**src/rtl/tdm_pkg.sv**
```systemverilog
// Shared types and helpers for the TDM demux/accumulate path.
package tdm_pkg;

  typedef enum logic {IDLE, RUN} tdm_state_t;

  // Width of a channel (or counter) index; never narrower than 1 bit.
  function automatic int ch_w(input int n);
    return (n > 1) ? $clog2(n) : 1;
  endfunction

  function automatic logic [63:0] sat_max(input int w);
    return (w >= 64) ? '1 : ((64'd1 << w) - 64'd1);
  endfunction

endpackage

```
**src/rtl/tdm_demux_acc_sat_add.sv**
```systemverilog
// Combinational unsigned saturating adder with overflow flag.
module sat_add
  import tdm_pkg::*;
#(
  parameter int A_W = 20,
  parameter int B_W = 16,
  parameter int S_W = 20
) (
  input  logic [A_W-1:0] a_i,
  input  logic [B_W-1:0] b_i,
  output logic [S_W-1:0] sum_o,
  output logic           ovf_o
);

  localparam int FW = ((A_W > B_W) ? A_W : B_W) + 1;

  logic [FW-1:0] full;

  assign full  = {{(FW-A_W){1'b0}}, a_i} + {{(FW-B_W){1'b0}}, b_i};
  assign ovf_o = |full[FW-1:S_W];
  assign sum_o = ovf_o ? S_W'(sat_max(S_W)) : full[S_W-1:0];

endmodule

```
**src/rtl/tdm_demux_acc.sv**
```systemverilog
// De-interleaves a round-robin TDM sample stream and emits saturating per-channel frame sums.
//   state | meaning
//   IDLE  | waiting for a channel-0 sample to align on
//   RUN   | aligned; each sample must carry the expected channel tag
module tdm_demux_acc
  import tdm_pkg::*;
#(
  parameter int DATA_WIDTH = 16,
  parameter int NUM_CH     = 2,
  parameter int FRAME_LEN  = 4,
  parameter int ACC_WIDTH  = 20,
  localparam int CH_W      = ch_w(NUM_CH)
) (
  input  logic                  clk,
  input  logic                  rst_n,
  input  logic                  clear,
  input  logic [DATA_WIDTH-1:0] din,
  input  logic                  din_valid,
  input  logic [CH_W-1:0]       din_chan,
  output logic [ACC_WIDTH-1:0]  dout,
  output logic                  dout_valid,
  output logic [CH_W-1:0]       dout_chan,
  output logic                  dout_sat,
  output logic                  seq_err
);

  localparam int               CNT_W    = ch_w(FRAME_LEN);
  localparam logic [CH_W-1:0]  LAST_CH  = CH_W'(NUM_CH - 1);
  localparam logic [CNT_W-1:0] LAST_CNT = CNT_W'(FRAME_LEN - 1);

  tdm_state_t           state_q, state_d;
  logic [CH_W-1:0]      exp_q, exp_d;
  logic                 seq_err_q, seq_err_d;
  logic [ACC_WIDTH-1:0] acc_q [NUM_CH];
  logic [ACC_WIDTH-1:0] acc_d [NUM_CH];
  logic [CNT_W-1:0]     cnt_q [NUM_CH];
  logic [CNT_W-1:0]     cnt_d [NUM_CH];
  logic                 sat_q [NUM_CH];
  logic                 sat_d [NUM_CH];
  logic [ACC_WIDTH-1:0] dout_q, dout_d;
  logic                 dvalid_q, dvalid_d;
  logic [CH_W-1:0]      dchan_q, dchan_d;
  logic                 dsat_q, dsat_d;

  logic                 chan_ok, chan_match, accept, mismatch;
  logic [CH_W-1:0]      sel;
  logic [ACC_WIDTH-1:0] sum;
  logic                 ovf;

  function automatic logic [CH_W-1:0] next_ch(input logic [CH_W-1:0] c);
    return (c == LAST_CH) ? '0 : c + CH_W'(1);
  endfunction

  // Out-of-range tags (non-power-of-2 NUM_CH) never index the arrays.
  assign chan_ok    = 32'(din_chan) < NUM_CH;
  assign sel        = chan_ok ? din_chan : '0;
  assign chan_match = chan_ok && ((state_q == IDLE) ? (din_chan == '0) : (din_chan == exp_q));
  assign accept     = din_valid && !clear && chan_match;
  assign mismatch   = din_valid && !clear && (state_q == RUN) && !chan_match;

  // One adder shared across channels, fed by the tagged channel's accumulator.
  sat_add #(
    .A_W(ACC_WIDTH),
    .B_W(DATA_WIDTH),
    .S_W(ACC_WIDTH)
  ) u_sat_add (
    .a_i  (acc_q[sel]),
    .b_i  (din),
    .sum_o(sum),
    .ovf_o(ovf)
  );

  always_comb begin
    state_d   = state_q;
    exp_d     = exp_q;
    seq_err_d = seq_err_q;
    acc_d     = acc_q;
    cnt_d     = cnt_q;
    sat_d     = sat_q;
    dout_d    = dout_q;
    dchan_d   = dchan_q;
    dsat_d    = dsat_q;
    dvalid_d  = 1'b0;
    if (clear) begin
      state_d = IDLE;
      exp_d   = '0;
      for (int c = 0; c < NUM_CH; c++) begin
        acc_d[c] = '0;
        cnt_d[c] = '0;
        sat_d[c] = 1'b0;
      end
    end else if (accept) begin
      state_d = RUN;
      exp_d   = next_ch(sel);
      if (cnt_q[sel] == LAST_CNT) begin
        dout_d     = sum;
        dchan_d    = sel;
        dsat_d     = sat_q[sel] | ovf;
        dvalid_d   = 1'b1;
        acc_d[sel] = '0;
        cnt_d[sel] = '0;
        sat_d[sel] = 1'b0;
      end else begin
        acc_d[sel] = sum;
        cnt_d[sel] = cnt_q[sel] + CNT_W'(1);
        sat_d[sel] = sat_q[sel] | ovf;
      end
    end else if (mismatch) begin
      seq_err_d = 1'b1;
      exp_d     = chan_ok ? next_ch(din_chan) : '0;
    end
  end

  always_ff @(posedge clk) begin
    if (!rst_n) begin
      state_q   <= IDLE;
      exp_q     <= '0;
      seq_err_q <= 1'b0;
      for (int c = 0; c < NUM_CH; c++) begin
        acc_q[c] <= '0;
        cnt_q[c] <= '0;
        sat_q[c] <= 1'b0;
      end
      dout_q   <= '0;
      dvalid_q <= 1'b0;
      dchan_q  <= '0;
      dsat_q   <= 1'b0;
    end else begin
      state_q   <= state_d;
      exp_q     <= exp_d;
      seq_err_q <= seq_err_d;
      acc_q     <= acc_d;
      cnt_q     <= cnt_d;
      sat_q     <= sat_d;
      dout_q    <= dout_d;
      dvalid_q  <= dvalid_d;
      dchan_q   <= dchan_d;
      dsat_q    <= dsat_d;
    end
  end

  assign dout       = dout_q;
  assign dout_valid = dvalid_q;
  assign dout_chan  = dchan_q;
  assign dout_sat   = dsat_q;
  assign seq_err    = seq_err_q;

endmodule
```
**config.mk**
```make
export PLATFORM = sky130hd
export DESIGN_NAME = tdm_demux_acc
export DESIGN_NICKNAME = d
export VERILOG_FILES = /design/src/rtl/tdm_pkg.sv /design/src/rtl/tdm_demux_acc_sat_add.sv /design/src/rtl/tdm_demux_acc.sv
export SDC_FILE = /design/constraint.sdc
export NUM_CORES = 1
export LEC_CHECK = 0
export CAP_MARGIN = 30
export CORE_ASPECT_RATIO = 0.5
export CORE_MARGIN = 3
export CORE_UTILIZATION = 35
export CTS_BUF_LIST = sky130_fd_sc_hd__clkbuf_4
export CTS_CLUSTER_DIAMETER = 120
export DETAILED_ROUTE_END_ITERATION = 8
export PLACE_DENSITY = 0.63
export RECOVER_POWER = 100
export SYNTH_ARGS = -nofsm -noshare
export SYNTH_HDL_FRONTEND = slang
export SYNTH_HIERARCHICAL = 1
export SYNTH_SLANG_ARGS = --single-unit
```
**constraint.sdc**
```tcl
create_clock -name clk -period 3 [get_ports clk]
set_input_delay 0.3 -clock clk [delete_from_list [all_inputs] [get_ports clk]]
set_output_delay 0.3 -clock clk [all_outputs]
set_load 0.01 [all_outputs]
```
==> results of run 1 <==
[worst paths after layout]
| check | startpoint | end | slack [ps] |
|---|---|---|---|
| worst max-delay path | acc_q[20]$_SDFFE_PP0P_ | dout[1]$_SDFFE_PN0P_ | 40 |
| worst min-delay path | dout[15]$_SDFFE_PN0P_ | dout[15]$_SDFFE_PN0P_ | 460 |
| worst max register to register | acc_q[20]$_SDFFE_PP0P_ | dout[1]$_SDFFE_PN0P_ | 40 |
| worst min register to register | dout[15]$_SDFFE_PN0P_ | dout[15]$_SDFFE_PN0P_ | 460 |
[layout make-up]
type | count | area (um2)
repair buffers | 127 | 1110
well taps | 159 | 199
inverters | 6 | 25.0
clock buffers | 10 | 75.1
multi-input cells | 409 | 2730
clock inverters | 6 | 58.8
fillers | 1093 | 5810
flip-flops and latches | 72 | 1440
[per-stage QoR]
| step | util, % | hold slack (ps) |
|---|---|---|
| CTS | 48.0 | 470 |
| global placement | 46.6 | 445 |
| floorplan | - | 450 |
| finish | 49.3 | 460 |
| global route | 49.3 | 494 |
| detailed placement | 46.6 | 449 |
[critical path, delay by kind of cell (launching register included)]
family	cells	cell delay [ps]
AO/OA/AOI/OAI	2	620
adder cells (fa/ha/maj)	2	580
buffers and inverters	2	180
flip-flops	1	340
multiplexers	2	370
AND/OR/NAND/NOR	5	730
[sequential cells by signal, summed over array words and instances, names as in the netlist]
signal / cells
acc_q: 40
cnt_q: 4
dout: 20
dout_chan: 1
dout_sat: 1
dout_valid: 1
exp_q: 1
sat_q: 2
seq_err: 1
state_q: 1
[synthesized netlist by cell type, types with 2 or more instances]
master     count  area share, %
a21o_1         5           0.87
a21oi_1       64            7.5
a21oi_2        2           0.41
a311o_1        2           0.47
a31oi_1        5           0.73
and2_1         3           0.44
and3_1         4           0.58
and4_1         2           0.41
buf_2         10            1.2
buf_6          5            1.3
clkbuf_1      27            2.4
dfxtp_1       72             34
ha_1          17            5.0
inv_1          5           0.44
mux2_2        23            6.0
mux2i_1       22            5.1
nand2_1       64            5.6
nand2b_1       4           0.58
nand3_1       45            5.2
nand4_1        6           0.87
nor2_1        10           0.87
nor2b_1       25            3.6
nor3_1         3           0.35
nor3b_1        2           0.35
o2111ai_1      2           0.41
o211ai_1       2           0.35
o21a_1         3           0.52
o21ai_0       55            6.4
o21ai_1        5           0.58
or2_1          2           0.29
or3_1          2           0.29
xnor2_1        4           0.82
xor2_1         7            1.4
[placed cells by master, fill, tap and decap left out, types with 16 or more instances in the layout]
cell type	instances
a21oi_1	62
buf_4	76
clkdlybuf4s50_1	19
dfxtp_1	70
dlygate4sd3_1	24
ha_1	16
mux2_2	22
mux2i_1	22
nand2_1	63
nand3_1	44
nor2b_1	18
o21ai_0	54
[kinds of logic (layout without fill, tap and decap cells)]
logic type / Yosys count / after routing / share of synthesized area, %
and+or+nand+nor: 179 / 179 / 21.3
DFF: 72 / 72 / 33.6
xor gates and xnor gates: 11 / 11 / 2.24
AOI/OAI and AO/OA: 155 / 155 / 20.4
muxes: 46 / 46 / 11.4
adders and majority gates: 18 / 18 / 5.42
buffers and inverters: 50 / 149 / 5.63
[report_power, final]
part           internal (mW)  total [mW]  switching [mW]
Clock                  0.260       0.642           0.382
Sequential             0.960       0.963         0.00285
Combinational          0.124       0.262           0.139
Total                   1.34        1.87           0.524
[repair_timing]
| item | in CTS | in global routing |
|---|---|---|
| buffers inserted | 0 | 5 |
| setup endpoints to repair | 36 | 19 |
| hold buffers | 0 | 0 |
| pin swaps | 1 | 14 |
| gates cloned | 1 | 0 |
| gates resized for setup | 7 | 29 |
[metal layers]
metal  track usage [%]  up-vias  routed length, um
li1                  -     2077                  -
met2              26.5      143               5390
met5                 0        -                  0
met1              29.7     2009               6980
met3              5.17       15                964
met4              6.29        0                178
==> insert_results.sql, run 1 <==
INSERT INTO impl_metrics (metric_group, metric, value, unit) VALUES
('run_status', 'run_status', 'complete, no violations', ''),
('power_and_ir_drop', 'static_power_due_to_leakage', '2.27', 'nW'),
('synthesis', 'edff_count_synth', '0', ''),
('detailed_routing', 'remaining_drc_errors', '0', ''),
('synthesis', 'synthesis.area', '0.00429', 'mm2'),
('setup_path', 'timing.critical_path.from_type', 'register', ''),
('setup_path', 'cp_data_required_time', '3330', 'ps'),
('synthesis', 'yosys_warnings', '6', ''),
('global_route', 'grt_pass1_vias', '3992', ''),
('clocking', 'clk_latency', '450', 'ps'),
('cells_and_area', 'final_cell_count_no_fill', '789', ''),
('placed_design', 'preCtsSetupSlack', '-692', 'ps'),
('placed_design', 'placed_cell_area', '0.00534', 'mm2'),
('sta', 'fin_worst_skew', '19.4', 'ps'),
('sta', 'slew_at_the_pin_closest_to_its_max_slew_limit', '894', 'ps'),
('clocking', 'cts-buffers-inserted', '9', ''),
('synthesis', 'fraction_of_registers_with_async_set_or_reset_after_synthesis', '0', '%'),
('power_and_ir_drop', 'report.power.total', '1.87', 'mW'),
('detailed_routing', 'route.vias.total', '4244', ''),
('synthesis', 'syn_area_per_cell', '8.08', 'um2'),
('placed_design', 'portBuffers', '44', ''),
('synthesis', 'synth_seq_cells', '72', ''),
('synthesis', 'synthesis.instances', '531', ''),
('sta', 'min_period_over_period', '98.8', '%'),
('setup_path', 'rr_worst_depth', '13', ''),
('detailed_routing', 'post_drt_wl_per_cell', '17.1', 'um'),
('setup_path', 'end_kind', 'register', ''),
('flow_run', 'maxCapViolCount', '0', ''),
('sta', 'timing.final.max_slew_violations', '0', ''),
('power_and_ir_drop', 'peakVddDrop', '0.000143', 'V'),
('floorplanning', 'initial_utilization', '37.5', '%'),
('floorplanning', 'chipWidth', '163', 'um'),
('power_and_ir_drop', 'pwr_density_cell', '331', 'mW/mm2'),
('cells_and_area', 'final_area', '0.00564', 'mm2'),
('synthesis', 'synth_nets', '570', ''),
('detailed_routing', 'dr.first_iter.drc_count', '464', ''),
('clocking', 'cts.sinks', '72', ''),
('sta', 'final_hold_viol_count', '0', ''),
('cells_and_area', 'post_route_cells_drive_above_1_share', '23.5', '%'),
('clocking', 'h-tree-depth', '3', ''),
('global_route', 'antenna_found_initial', '0', ''),
('sta', 'period_needed', '2960', 'ps'),
('global_route', 'grt_overflow_total', '0', ''),
('floorplanning', 'core.rowCount', '27', ''),
('setup_path', 'highest_fanout_seen_on_the_critical_path', '8', ''),
('synthesis', 'prevailing_post_synth_register_cell', 'dfxtp_1', ''),
('setup_path', 'worstSetupPathType', 'reg -> reg', ''),
('floorplanning', 'top_level_pins', '45', ''),
('sta', 'max_freq', '337', 'MHz'),
('cells_and_area', 'synthToLayoutAreaGrowth', '31.5', '%'),
('detailed_routing', 'routed_via_density', '5.38', ''),
('clocking', 'clk_pin_slew_worst_paths', '120', 'ps'),
('setup_path', 'path_cells', 'mux2_4 > ha_4 > fa_2 > a21o_1 > a311o_1 > nand3_2 > nand3_4 > nand2_8 > inv_4 > or2_1 > buf_4 > nand2_1 > mux2i_1', ''),
('worst_hold_path', 'hold_path_class', 'reg -> reg', ''),
('sta', 'rsz0062_at_grt', 'true', ''),
('detailed_routing', 'detail_route.wirelength', '13500', 'um'),
('floorplanning', 'die_outline_area', '0.0137', 'mm2'),
('detailed_routing', 'detailedRoute.firstPassIterationCount', '4', ''),
('floorplanning', 'core-area', '0.0115', 'mm2'),
('setup_path', 'max_stage_delay', '440', 'ps'),
('sta', 'finalWorstSetupSlack', '35.1', 'ps'),
('sta', 'final-setup-viol-count', '0', ''),
('setup_path', 'crit_path_top_delay_cell', 'a311o_1', ''),
('global_route', 'global_route_wire_length_before_repair', '21300', 'um'),
('global_route', 'gr-usage-all-layers', '19.6', '%'),
('placed_design', 'dp.cells', '767', ''),
('clocking', 'clock_tree_from_tritoncts', 'done', ''),
('global_route', 'grt_start_max_net_pins', '46', ''),
('sta', 'timing.max_slew.rel_slack', '40.4', '%'),
('synthesis', 'synthDistinctLibCells', '55', ''),
('clocking', 'clock_root_buffer', 'clkbuf_4', ''),
('placed_design', 'place.gp.congestion', '0.929', ''),
('detailed_routing', 'drt.antenna.violating_nets', '0', ''),
('setup_path', 'critical_path_arrival', '3290', 'ps'),
('placed_design', 'detailedPlacementHpwl', '8990', 'um'),
('cells_and_area', 'finish.net_count', '664', ''),
('clocking', 'clk_path_buf_depth', '2', ''),
('synthesis', 'sequential_element_share_of_the_synthesized_area', '33.6', '%'),
('worst_hold_path', 'worstHoldPathCells', '2', ''),
('sta', 'totalNegativeSetupSlack', '0', 'ps'),
('cells_and_area', 'num_antenna_cells', '0', ''),
('floorplanning', 'die-height', '84.3', 'um');
Power figures use the tool's default switching activity.
==> run 2: changes to the inputs <==
--- a/config.mk
+++ b/config.mk
@@ -5,13 +5,15 @@
 export SDC_FILE = /design/constraint.sdc
 export NUM_CORES = 1
 export LEC_CHECK = 0
+export ABC_AREA = 1
 export CAP_MARGIN = 30
-export CORE_ASPECT_RATIO = 0.5
+export CORE_ASPECT_RATIO = 0.8
 export CORE_MARGIN = 3
 export CORE_UTILIZATION = 35
 export CTS_BUF_LIST = sky130_fd_sc_hd__clkbuf_4
 export CTS_CLUSTER_DIAMETER = 120
 export DETAILED_ROUTE_END_ITERATION = 8
+export MAX_ROUTING_LAYER = met4
 export PLACE_DENSITY = 0.63
 export RECOVER_POWER = 100
 export SYNTH_ARGS = -nofsm -noshare
==> run 2 against run 1 <==
  * Sequential share of layout area is 1.7 points higher
  * Cell area down 6.3%
  * Combinational power is 17% lower
  * Clock skew about the same
  * Critical path type is now in -> reg
  * Highest routed layer unchanged
==> insert_results.sql, run 2 <==
INSERT INTO impl_metrics (metric_group, metric, value, unit) VALUES
('clocking', 'clk_path_buf_depth', '2', ''),
('cells_and_area', 'final_cell_count_no_fill', '909', ''),
('power_and_ir_drop', 'comb_power_share', '11.1', '%'),
('sta', 'rsz0062_at_grt', 'false', ''),
('setup_path', 'cp_data_required_time', '3290', 'ps'),
('synthesis', 'syn_area_per_cell', '6.56', 'um2'),
('detailed_routing', 'remaining_drc_errors', '0', ''),
('cells_and_area', 'largest_reg_flops', '40', ''),
('sta', 'fin_worst_skew', '19.4', 'ps'),
('power_and_ir_drop', 'netSwitchingFraction', '24.8', '%'),
('sta', 'final-setup-viol-count', '0', ''),
('clocking', 'clk_pin_slew_worst_paths', '110', 'ps'),
('detailed_routing', 'routed_via_density', '4.93', ''),
('worst_hold_path', 'hold_path_class', 'in -> reg', ''),
('synthesis', 'edff_count_synth', '0', ''),
('cells_and_area', 'synthToLayoutAreaGrowth', '20.9', '%'),
('sta', 'totalNegativeSetupSlack', '0', 'ps'),
('setup_path', 'worstSetupPathType', 'in -> reg', ''),
('floorplanning', 'chipWidth', '131', 'um'),
('run_status', 'run_status', 'complete, no violations', ''),
('detailed_routing', 'drt.antenna.violating_nets', '0', ''),
('clocking', 'clk_latency', '430', 'ps'),
('synthesis', 'post_synth_most_frequent_cells', '234 x nand2_1, 86 x nand3_1, 81 x a21oi_1', ''),
('floorplanning', 'die-height', '106', 'um'),
('global_route', 'antenna_found_initial', '0', ''),
('flow_run', 'maxCapViolCount', '0', ''),
('sta', 'timing.max_slew.rel_slack', '39.1', '%'),
('global_route', 'global_route_wire_length_before_repair', '20800', 'um'),
('power_and_ir_drop', 'sequentialPowerShare', '49.1', '%'),
('sta', 'timing.final.max_slew_violations', '0', ''),
('detailed_routing', 'detailedRoute.firstPassIterationCount', '5', ''),
('synthesis', 'synthDistinctLibCells', '28', ''),
('synthesis', 'sequential_element_share_of_the_synthesized_area', '33.0', '%'),
('cells_and_area', 'finish.net_count', '777', ''),
('floorplanning', 'initial_utilization', '36.8', '%'),
('cells_and_area', 'final_cell_mix', '236 x nand2_1, 95 x nand3_1, 81 x a21oi_1, 72 x dfxtp_1, 58 x inv_1', ''),
('power_and_ir_drop', 'netSwitchingPower', '0.486', 'mW'),
('floorplanning', 'die_outline_area', '0.0139', 'mm2'),
('synthesis', 'synth.top_cells.by_area', 'dfxtp_1 33%, nand2_1 20%, nand3_1 9.8%', ''),
('synthesis', 'fraction_of_registers_with_async_set_or_reset_after_synthesis', '0', '%'),
('cells_and_area', 'finish.utilization', '44.5', '%'),
('power_and_ir_drop', 'report.power.total', '1.96', 'mW'),
('cells_and_area', 'num_antenna_cells', '0', ''),
('synthesis', 'synthesis.area', '0.00437', 'mm2'),
('sta', 'min_period_over_period', '94.3', '%'),
('placed_design', 'detailedPlacementHpwl', '9740', 'um'),
('placed_design', 'place.gp.congestion', '0.953', ''),
('cells_and_area', 'post_route_cells_drive_above_1_share', '10.5', '%'),
('detailed_routing', 'dr.first_iter.drc_count', '382', ''),
('synthesis', 'synthesis.instances', '667', ''),
('synthesis', 'prevailing_post_synth_register_cell', 'dfxtp_1', ''),
('global_route', 'gr-usage-all-layers', '19.5', '%'),
('floorplanning', 'core.rowCount', '35', ''),
('setup_path', 'critical_path_arrival', '3120', 'ps'),
('synthesis', 'yosys_warnings', '6', ''),
('clocking', 'cts-buffers-inserted', '9', ''),
('sta', 'final_hold_viol_count', '0', ''),
('synthesis', 'synthDominantCellAreaShare', '33.0', '%'),
('cells_and_area', 'max_flop_register', 'acc_q', ''),
('power_and_ir_drop', 'part_of_the_power_in_the_clock_network', '39.8', '%'),
('sta', 'whs', '424', 'ps'),
('floorplanning', 'core-area', '0.0119', 'mm2'),
('setup_path', 'highest_fanout_seen_on_the_critical_path', '7', ''),
('global_route', 'grt_start_max_net_pins', '47', ''),
('clocking', 'hold_buffers', '0', ''),
('detailed_routing', 'detail_route.wirelength', '13200', 'um'),
('clocking', 'cts_setup_buffers', '0', ''),
('cells_and_area', 'fillCellCount', '1248', ''),
('clocking', 'clock_root_buffer', 'clkbuf_4', ''),
('sta', 'max_freq', '354', 'MHz'),
('clocking', 'h-tree-depth', '3', ''),
('cells_and_area', 'final_common_cell', 'nand2_1', ''),
('synthesis', 'yosys.cell_count.top_type', 'nand2_1', ''),
('synthesis', 'synth_nets', '706', ''),
('sta', 'period_needed', '2830', 'ps'),
('clocking', 'post_cts_resized', '0', ''),
('power_and_ir_drop', 'peakVddDrop', '0.000272', 'V'),
('power_and_ir_drop', 'internal_power', '1.48', 'mW'),
('setup_path', 'timing.critical_path.from_type', 'primary input', ''),
('clocking', 'cts.sinks', '72', ''),
('global_route', 'grt_overflow_total', '0', ''),
('sta', 'slew_at_the_pin_closest_to_its_max_slew_limit', '913', 'ps'),
('global_route', 'grt_pass1_vias', '4114', ''),
('synthesis', 'yosys.area.top_type', 'dfxtp_1', ''),
('synthesis', 'synth_seq_cells', '72', ''),
('power_and_ir_drop', 'pwr_density_cell', '371', 'mW/mm2'),
('power_and_ir_drop', 'static_power_due_to_leakage', '2.40', 'nW'),
('clocking', 'clock_tree_from_tritoncts', 'done', ''),
('detailed_routing', 'post_drt_wl_per_cell', '14.5', 'um'),
('placed_design', 'portBuffers', '44', ''),
('placed_design', 'dp.cells', '893', ''),
('setup_path', 'end_kind', 'register', ''),
('floorplanning', 'top_level_pins', '45', ''),
('detailed_routing', 'route.vias.total', '4485', '');
[run 2: changes by cell type after synthesis, moves of 6 or more]
cell      previous run  this run
a21oi_1             64        81
buf_4                1         8
clkbuf_1            27        10
inv_1                5        58
mux2_2              23         0
mux2i_1             22         0
nand2_1             64       234
nand2_2              0         6
nand3_1             45        86
nand3_2              1        10
nor2_1              10        33
nor2b_1             25         0
o21ai_0             55         6
[run 2: final timing paths]
| path | end | slack [ps] | depth (start not counted) | startpoint |
|---|---|---|---|---|
| worst max-delay path | acc_q[37]$_SDFFE_PP0P_ | 170 | 15 | din_chan |
| worst min-delay path | dout_sat$_SDFFE_PN0P_ | 420 | 3 | rst_n |
| worst max register to register | acc_q[37]$_SDFFE_PP0P_ | 430 | 15 | acc_q[0]$_SDFFE_PP0P_ |
| worst min register to register | dout[15]$_SDFFE_PN0P_ | 470 | 2 | dout[15]$_SDFFE_PN0P_ |
[run 2: power by group through the flow]
stage	logic, mW	clock network, mW	registers, mW
6_report	0.218	0.781	0.962
4_1_cts	0.219	0.793	0.962
5_1_grt	0.238	0.835	0.963
3_3_place_gp	0.216	0	0.984
3_5_place_dp	0.217	0	0.984
2_1_floorplan	0.120	0	0.984
[run 2: cells by family after synthesis]
logic type | after synthesis | synth area share, %
flip-flops | 72 | 33.0
adder cells (fa/ha/maj) | 18 | 5.32
AND/OR/NAND/NOR | 386 | 39.1
XOR/XNOR | 8 | 1.60
buffers and inverters | 93 | 10.5
AO/OA/AOI/OAI | 90 | 10.5
[run 2: area by class of cell]
class	count	area, um2	share of cell area (%)
clock buffer	10	75.1	1.42
clock inverter	6	108	2.04
multi-input combinational	502	2410	45.7
tap	166	208	3.93
inverter	60	230	4.36
timing repair buffer	93	810	15.3
sequential	72	1440	27.3
[run 2: metal layers]
layer	global-route usage [%]	up-vias	routed length (um)
li1	-	2286	-
met5	-	-	0
met1	30.9	2040	7150
met3	2.51	17	708
met4	5.14	0	171
met2	25.6	142	5140
[run 2: through the flow]
stage          area (um2)  setup WS, ps
6_report             5290           172
5_1_grt              5290          9.95
4_1_cts              5360           262
3_5_place_dp         5170          -182
3_3_place_gp         5170          -172
2_1_floorplan        4370           461
[run 2: critical path, stage by stage]
cell and delay (ps):
clkdlybuf4s50_1 640, inv_6 80, buf_4 170, nand2_1 60, nand2_1 90, ha_1 360
a21oi_1 210, o21ai_0 100, a21oi_1 240, nand2_2 110, nand2_2 140, buf_4 180
nand3_1 200, nand3_1 150, a21oi_1 90
